===== config.mk =====
export PLATFORM = sky130hd
export DESIGN_NAME = wb_arbiter
export DESIGN_NICKNAME = d
export VERILOG_FILES = /design/src/rtl/wb_arbiter.sv
export SDC_FILE = /design/constraint.sdc
export NUM_CORES = 1
export LEC_CHECK = 0
export ABC_AREA = 1
export BUFFER_PORTS_ARGS = -buffer_cell sky130_fd_sc_hd__buf_4
export CORE_ASPECT_RATIO = 0.8
export CORE_MARGIN = 5
export CORE_UTILIZATION = 55
export CTS_CLUSTER_SIZE = 8
export DETAILED_ROUTE_END_ITERATION = 8
export PLACE_DENSITY = 0.87
export SETUP_SLACK_MARGIN = 0.02
export SLEW_MARGIN = 5
export SYNTH_ARGS = -nofsm -noshare
export SYNTH_HDL_FRONTEND = slang
export SYNTH_SLANG_ARGS = --single-unit

===== constraint.sdc =====
create_clock -name clk -period 5.34 [get_ports clk]
set_input_delay 0.801 -clock clk [delete_from_list [all_inputs] [get_ports clk]]
set_output_delay 0.801 -clock clk [all_outputs]
set_load 0.005 [all_outputs]

===== src/rtl/wb_arbiter.sv =====
// Write-back arbiter: merges ALU results (priority) with a queued load/DMA stream onto the
// register-file write port. Optional macro WB_BYPASS_EN adds combinational forwarding outputs.
module wb_arbiter #(
    parameter int unsigned DEPTH      = 4,
    parameter int unsigned STARVE_MAX = 8
) (
    input  logic        clk,
    input  logic        rst_n,
    input  logic        alu_valid,
    input  logic [4:0]  alu_dir,
    input  logic [31:0] alu_data,
    input  logic        ld_valid,
    output logic        ld_ready,
    input  logic [4:0]  ld_dir,
    input  logic [31:0] ld_data,
    output logic        REG_WR,
    output logic [4:0]  DIR_WR,
    output logic [31:0] DI,
    output logic [31:0] busy_mask,
`ifdef WB_BYPASS_EN
    output logic        byp_valid,
    output logic [4:0]  byp_dir,
    output logic [31:0] byp_data,
`endif
    output logic        stall_req
);

    localparam int unsigned PW = (DEPTH > 1) ? $clog2(DEPTH) : 1;
    localparam int unsigned CW = $clog2(DEPTH + 1);
    localparam int unsigned SW = $clog2(STARVE_MAX + 1);

    logic [4:0]       dir_q  [DEPTH];
    logic [4:0]       dir_d  [DEPTH];
    logic [31:0]      data_q [DEPTH];
    logic [31:0]      data_d [DEPTH];
    logic [DEPTH-1:0] kill_q, kill_d;
    logic [DEPTH-1:0] valid_q, valid_d;
    logic [PW-1:0]    rd_ptr_q, rd_ptr_d;
    logic [PW-1:0]    wr_ptr_q, wr_ptr_d;
    logic [CW-1:0]    count_q, count_d;
    logic [SW-1:0]    starve_q, starve_d;
    logic             stall_q, stall_d;
    logic             reg_wr_q, reg_wr_d;
    logic [4:0]       dir_wr_q, dir_wr_d;
    logic [31:0]      di_q, di_d;
    logic [31:0]      busy_q, busy_d;

    logic alu_eff;
    logic push;
    logic pop;

    assign alu_eff  = alu_valid && (alu_dir != 5'd0);
    assign ld_ready = (count_q < CW'(DEPTH));
    assign push     = ld_valid && ld_ready;
    assign pop      = !alu_eff && (count_q != '0);

    // Queue next state, cancellation and busy mask
    always_comb begin
        dir_d    = dir_q;
        data_d   = data_q;
        kill_d   = kill_q;
        valid_d  = valid_q;
        rd_ptr_d = rd_ptr_q;
        wr_ptr_d = wr_ptr_q;
        count_d  = count_q;
        busy_d   = '0;

        if (alu_eff) begin
            for (int i = 0; i < int'(DEPTH); i++) begin
                if (valid_q[i] && (dir_q[i] == alu_dir)) kill_d[i] = 1'b1;
            end
        end
        if (pop) begin
            valid_d[rd_ptr_q] = 1'b0;
            kill_d[rd_ptr_q]  = 1'b0;
            rd_ptr_d          = rd_ptr_q + 1'b1;
        end
        // A same-cycle ALU write to the same register is younger, so the load is born dead.
        if (push) begin
            dir_d[wr_ptr_q]   = ld_dir;
            data_d[wr_ptr_q]  = ld_data;
            valid_d[wr_ptr_q] = 1'b1;
            kill_d[wr_ptr_q]  = (ld_dir == 5'd0) || (alu_eff && (ld_dir == alu_dir));
            wr_ptr_d          = wr_ptr_q + 1'b1;
        end
        if (push && !pop)      count_d = count_q + 1'b1;
        else if (pop && !push) count_d = count_q - 1'b1;

        for (int i = 0; i < int'(DEPTH); i++) begin
            if (valid_d[i] && !kill_d[i]) busy_d = busy_d | (32'd1 << dir_d[i]);
        end
    end

    // Output select and starvation tracking
    always_comb begin
        reg_wr_d = 1'b0;
        dir_wr_d = dir_wr_q;
        di_d     = di_q;
        starve_d = starve_q;
        stall_d  = stall_q;

        if (alu_eff) begin
            reg_wr_d = 1'b1;
            dir_wr_d = alu_dir;
            di_d     = alu_data;
        end else if (pop) begin
            reg_wr_d = !kill_q[rd_ptr_q];
            dir_wr_d = dir_q[rd_ptr_q];
            di_d     = data_q[rd_ptr_q];
        end

        if (pop) begin
            starve_d = '0;
            stall_d  = 1'b0;
        end else if (alu_eff && (count_q != '0)) begin
            if (starve_q != SW'(STARVE_MAX)) starve_d = starve_q + 1'b1;
            stall_d = (starve_d == SW'(STARVE_MAX));
        end
    end

    always_ff @(posedge clk or negedge rst_n) begin
        if (!rst_n) begin
            for (int i = 0; i < int'(DEPTH); i++) begin
                dir_q[i]  <= '0;
                data_q[i] <= '0;
            end
            kill_q   <= '0;
            valid_q  <= '0;
            rd_ptr_q <= '0;
            wr_ptr_q <= '0;
            count_q  <= '0;
            starve_q <= '0;
            stall_q  <= 1'b0;
            reg_wr_q <= 1'b0;
            dir_wr_q <= '0;
            di_q     <= '0;
            busy_q   <= '0;
        end else begin
            dir_q    <= dir_d;
            data_q   <= data_d;
            kill_q   <= kill_d;
            valid_q  <= valid_d;
            rd_ptr_q <= rd_ptr_d;
            wr_ptr_q <= wr_ptr_d;
            count_q  <= count_d;
            starve_q <= starve_d;
            stall_q  <= stall_d;
            reg_wr_q <= reg_wr_d;
            dir_wr_q <= dir_wr_d;
            di_q     <= di_d;
            busy_q   <= busy_d;
        end
    end

    assign REG_WR    = reg_wr_q;
    assign DIR_WR    = dir_wr_q;
    assign DI        = di_q;
    assign busy_mask = busy_q;
    assign stall_req = stall_q;

`ifdef WB_BYPASS_EN
    assign byp_valid = reg_wr_d;
    assign byp_dir   = dir_wr_d;
    assign byp_data  = di_d;
`endif

endmodule


==> results by stage <==
Outcome:
- The run finished with clean final reports.

Setup path:
- The worst endpoint data arrival time is just over 4 ns.
- The critical setup path kind is in2reg.
- The endpoint of the most critical register-to-register path is busy_mask[1].
- The slowest library cell on the worst path is sky130_fd_sc_hd__nor2_4.
- STA classifies the critical path startpoint as an input pin.
- The critical-path maximum fanout is 38.
- The startpoint identified for the worst register-to-register timing path is wr_ptr_q[0].
- For this run, the slowest stage of the critical path takes 0.81 ns.
- The type of destination of the critical path is a flop.
- Traced cell by cell, the critical path runs through buf_4, nor2_1, nand3_1, nand2_2, inv_1, buf_4, nor2_4, inv_1, o21ai_0, o21ai_0.
- The launching instance or port of the critical path is alu_dir[0].
- For the worst setup path, the data required time is roughly 5.7 ns.
- The cell depth of the worst flop-to-flop path is 9.
- The internal reg-to-reg setup slack is 1.92 ns.

STA:
- In the finished design, the share of the clock period the worst path needs comes to about 70%.
- The clock period minus final worst setup slack is roughly 3.7 ns.
- The tightest slew margin relative to the limit is between 20 and 25%.
- The clock arrives with roughly 0.012 ns of skew.
- The final count of pins violating max slew is 0.
- The number of endpoints with negative hold slack in the final report is 0.
- Setup repair after global routing left no endpoint under its margin.
- After routing, the total negative slack on setup checks comes to 0 ns.
- At the pin with the least slew margin, the transition time is approximately 1.2 ns.
- Setup violations remaining at the end of the flow were counted as 0.
- The maximum clock frequency is 268.0 MHz.
- Setup slack on the critical path of the routed design comes to ~1.6 ns.

Placement:
- In this run the tool buffered the top-level ports with 149 buffer cells.
- The congestion estimate from routability-driven global placement came to 0.9600.
- Prior to clock tree synthesis, the placed netlist has a worst setup slack of approximately 1.2 ns.
- The area of placed instances is about 14,000 um^2.
- The placed instance count is just under 2,000.
- Detailed placement ended at an HPWL of 25,290 um.

Clock tree:
- The buffer levels on the longest clock path is 3.
- Clock-pin slew was measured on the worst setup and hold paths at approximately 0.05 ns.
- After clock tree synthesis, the repair step resized 0 gates.
- Clock tree synthesis found a total of between 200 and 250 sinks.
- The number of buffers added for setup after CTS is 0.
- The insertion delay of the later-clocked pin in the worst-skew pair is 0.51 ns.
- The level count of the clock H-tree is 2.
- Buffers inserted to repair hold after CTS numbered 0.
- The TritonCTS buffer count is 35.
- TritonCTS built the clock tree.
- The root buffer cell chosen for the clock tree is sky130_fd_sc_hd__clkbuf_16.

Logic synthesis:
- The biggest area consumer among synthesized cells is sky130_fd_sc_hd__dfrtp_1.
- The cell count after synthesis is around 1,600.
- In this run the biggest area consumer among cell types represents 47.12% of the synthesized area.
- Yosys printed 0 warnings.
- The top flip-flop cell by instance count after synthesis is sky130_fd_sc_hd__dfrtp_1.
- Counting distinct cell types in the post-synthesis netlist gives 37.
- The fraction of the yosys area taken by sequential cells is 47.12%.
- The net count after synthesis is 1,721.
- Counting flops with a built-in enable in the synthesized netlist gives 0.
- The number of flip-flops and latches in the synthesized netlist is approximately 240.
- The share of flip-flops with an asynchronous set or reset is 100.0%.
- After synthesis, the mean cell area works out to roughly 7.7 um^2.
- The post-synthesis instance area is around 13,000 um^2.
- After synthesis, the cell types taking the most area are sky130_fd_sc_hd__dfrtp_1, sky130_fd_sc_hd__o21ai_0, sky130_fd_sc_hd__nand2_1.

Cells and area:
- The number of inserted diodes is 0.
- The area used by sequential logic in the layout is 5957 um^2.
- The signed area change from the synthesized netlist to the final layout is 15.92%.
- The layout cell share with drive strength beyond 1 is ~15%.
- The area used by multi-input combinational logic is around 5700 um^2.
- Fill cells in the final layout number about 1,900.
- The filler-free cell count of the finished design is between 2,000 and 2,500.
- Once layout is done, the placed cells without fillers occupy 14,650 um^2.
- After the last flow step, the layout net total stands at ~1,800.

Global routing:
- The first-pass GRT wire length is approximately 60,000 um.
- In the global route stage, overall resource usage came out at between 20% and 30%.
- The via count of the first global-routing pass is 11,450.
- The number of antenna violations at the first check in global routing came to 0.
- Entering global routing, the biggest net connects 140 pins.
- Global routing finished with a remaining overflow of 0.

Pwr:
- Total power for the finished layout comes to around 0.009 W.
- The leakage power is around 7.1 nW.
- The largest vdd supply drop is 0.2965 mV.
- In this run the power density over the cells is between 600 and 700 nW/um^2.

Drt:
- Dividing the detail-routed wire length by the instance count gives around 19 um.
- For this block, the routed nets add up to approximately 38,000 um of wire.
- The antenna violation net count after detailed routing is 0.
- Using the TritonRoute via totals, the vias-per-cell ratio works out to 5.998.
- The violation count after the first detailed-route iteration is 1,476.
- The first detailed-routing pass took 7 iterations.
- The count of unresolved DRC violations after routing is 0.
- The via count is ~12,000.

Die:
- The width of the die is ~180 um.
- During I/O placement, the number of pins put on the boundary was 150.
- The height of the die is approximately 150 um.
- The starting density of the core is 56.02%.
- In this run the core area contains 49 standard-cell rows.
- The full die area is between 20,000 and 30,000 um^2.
- The core footprint is around 23,000 um^2.

Worst hold path:
- The worst hold path class is in2async.

Flow run:
- Max-cap violations in this run came to 0.
## how the worst max path moves through the flow
stage	cells past startpoint	endpoint	slack, ns
5_1_grt	10	DI[3]	1.37
3_5_place_dp	10	DI[18]	1.25
6_report	10	DI[3]	1.61
2_1_floorplan	9	count_q[1]	3.01
4_1_cts	10	DI[3]	1.70
3_3_place_gp	10	DI[1]	1.42
## Yosys cell counts, drive strengths merged (2+ instances only)
master    n
nor3     46
a21oi     9
nor2    219
xnor2     8
o21ai   293
o211ai    8
clkbuf   67
o22ai    36
buf      48
nand3    58
or2       2
inv     110
nand2   360
xor2      9
nand4   102
a21boi    3
dfrtp   238
ha       11
## registers in the layout, summed over array words and instances, names as in the netlist
signal and count:
data_q 128, DI 32, busy_mask 32, dir_q 20, DIR_WR 5, kill_q 4
starve_q 4, valid_q 4, count_q 3, rd_ptr_q 2, wr_ptr_q 2, REG_WR 1
stall_req 1
## final cells by class
class	instances	area share, %
Sequential cell	238	40.66
Multi-Input combinational cell	1167	39.03
Timing Repair Buffer	164	8.540
Clock buffer	37	6.097
Inverter	111	2.844
Tap cell	306	2.613
Clock inverter	2	0.2220
## cells by family after synthesis
group,after synthesis,share of synthesized area (%)
fa+ha+maj,12,1.247
simple gates,788,27.66
mux,1,0.08908
flops,238,47.12
buf+inv,226,7.721
compound gates,349,14.99
xor+xnor,17,1.178
## worst max-delay path, delay by kind of cell
| kind | cells | cell delay (ns) |
|---|---|---|
| compound gates | 2 | 0.40 |
| simple gates | 4 | 1.58 |
| buf+inv | 4 | 1.29 |
## metrics by stage
stage	hold WS, ns	util, %
5_1_grt	0.4009	64.94
4_1_cts	0.3600	64.94
3_3_place_gp	0.4601	60.84
2_1_floorplan	0.4478	-
6_report	0.3239	64.94
3_5_place_dp	0.4675	60.84
## layout by cell type, fill, tap and decap left out, drive strengths merged
cell | Yosys | final
nand2 | 360 | 360
fa | 1 | 1
a21oi | 9 | 9
o22ai | 36 | 36
clkbuf | 67 | 37
nand3b | 1 | 1
mux2 | 1 | 1
a21boi | 3 | 3
xor2 | 9 | 9
ha | 11 | 11
nand3 | 58 | 58
o21ai | 293 | 293
dfrtp | 238 | 238
nor3 | 46 | 46
inv | 110 | 110
o211ai | 8 | 8
clkinv | 1 | 3
buf | 48 | 164
xnor2 | 8 | 8
or2 | 2 | 2
nor2 | 219 | 219
nand4 | 102 | 102
## metal layers
layer  vias to the layer above  share of wire, %  GRT usage (%)  wire (um)
met5                         -                 0              0          0
met4                         0               2.4          7.959        908
met3                        72                10          6.872       3920
met2                       646                45          42.65      16970
met1                      5820                43          40.71      16170
li1                       5608                 -              -          -
## power by group
| part | switching [W] | internal [W] |
|---|---|---|
| clock | 0.000755 | 0.00117 |
| combinational | 0.00258 | 0.00126 |
| sequential | 0.000523 | 0.00259 |
Power figures use the tool's default switching activity.
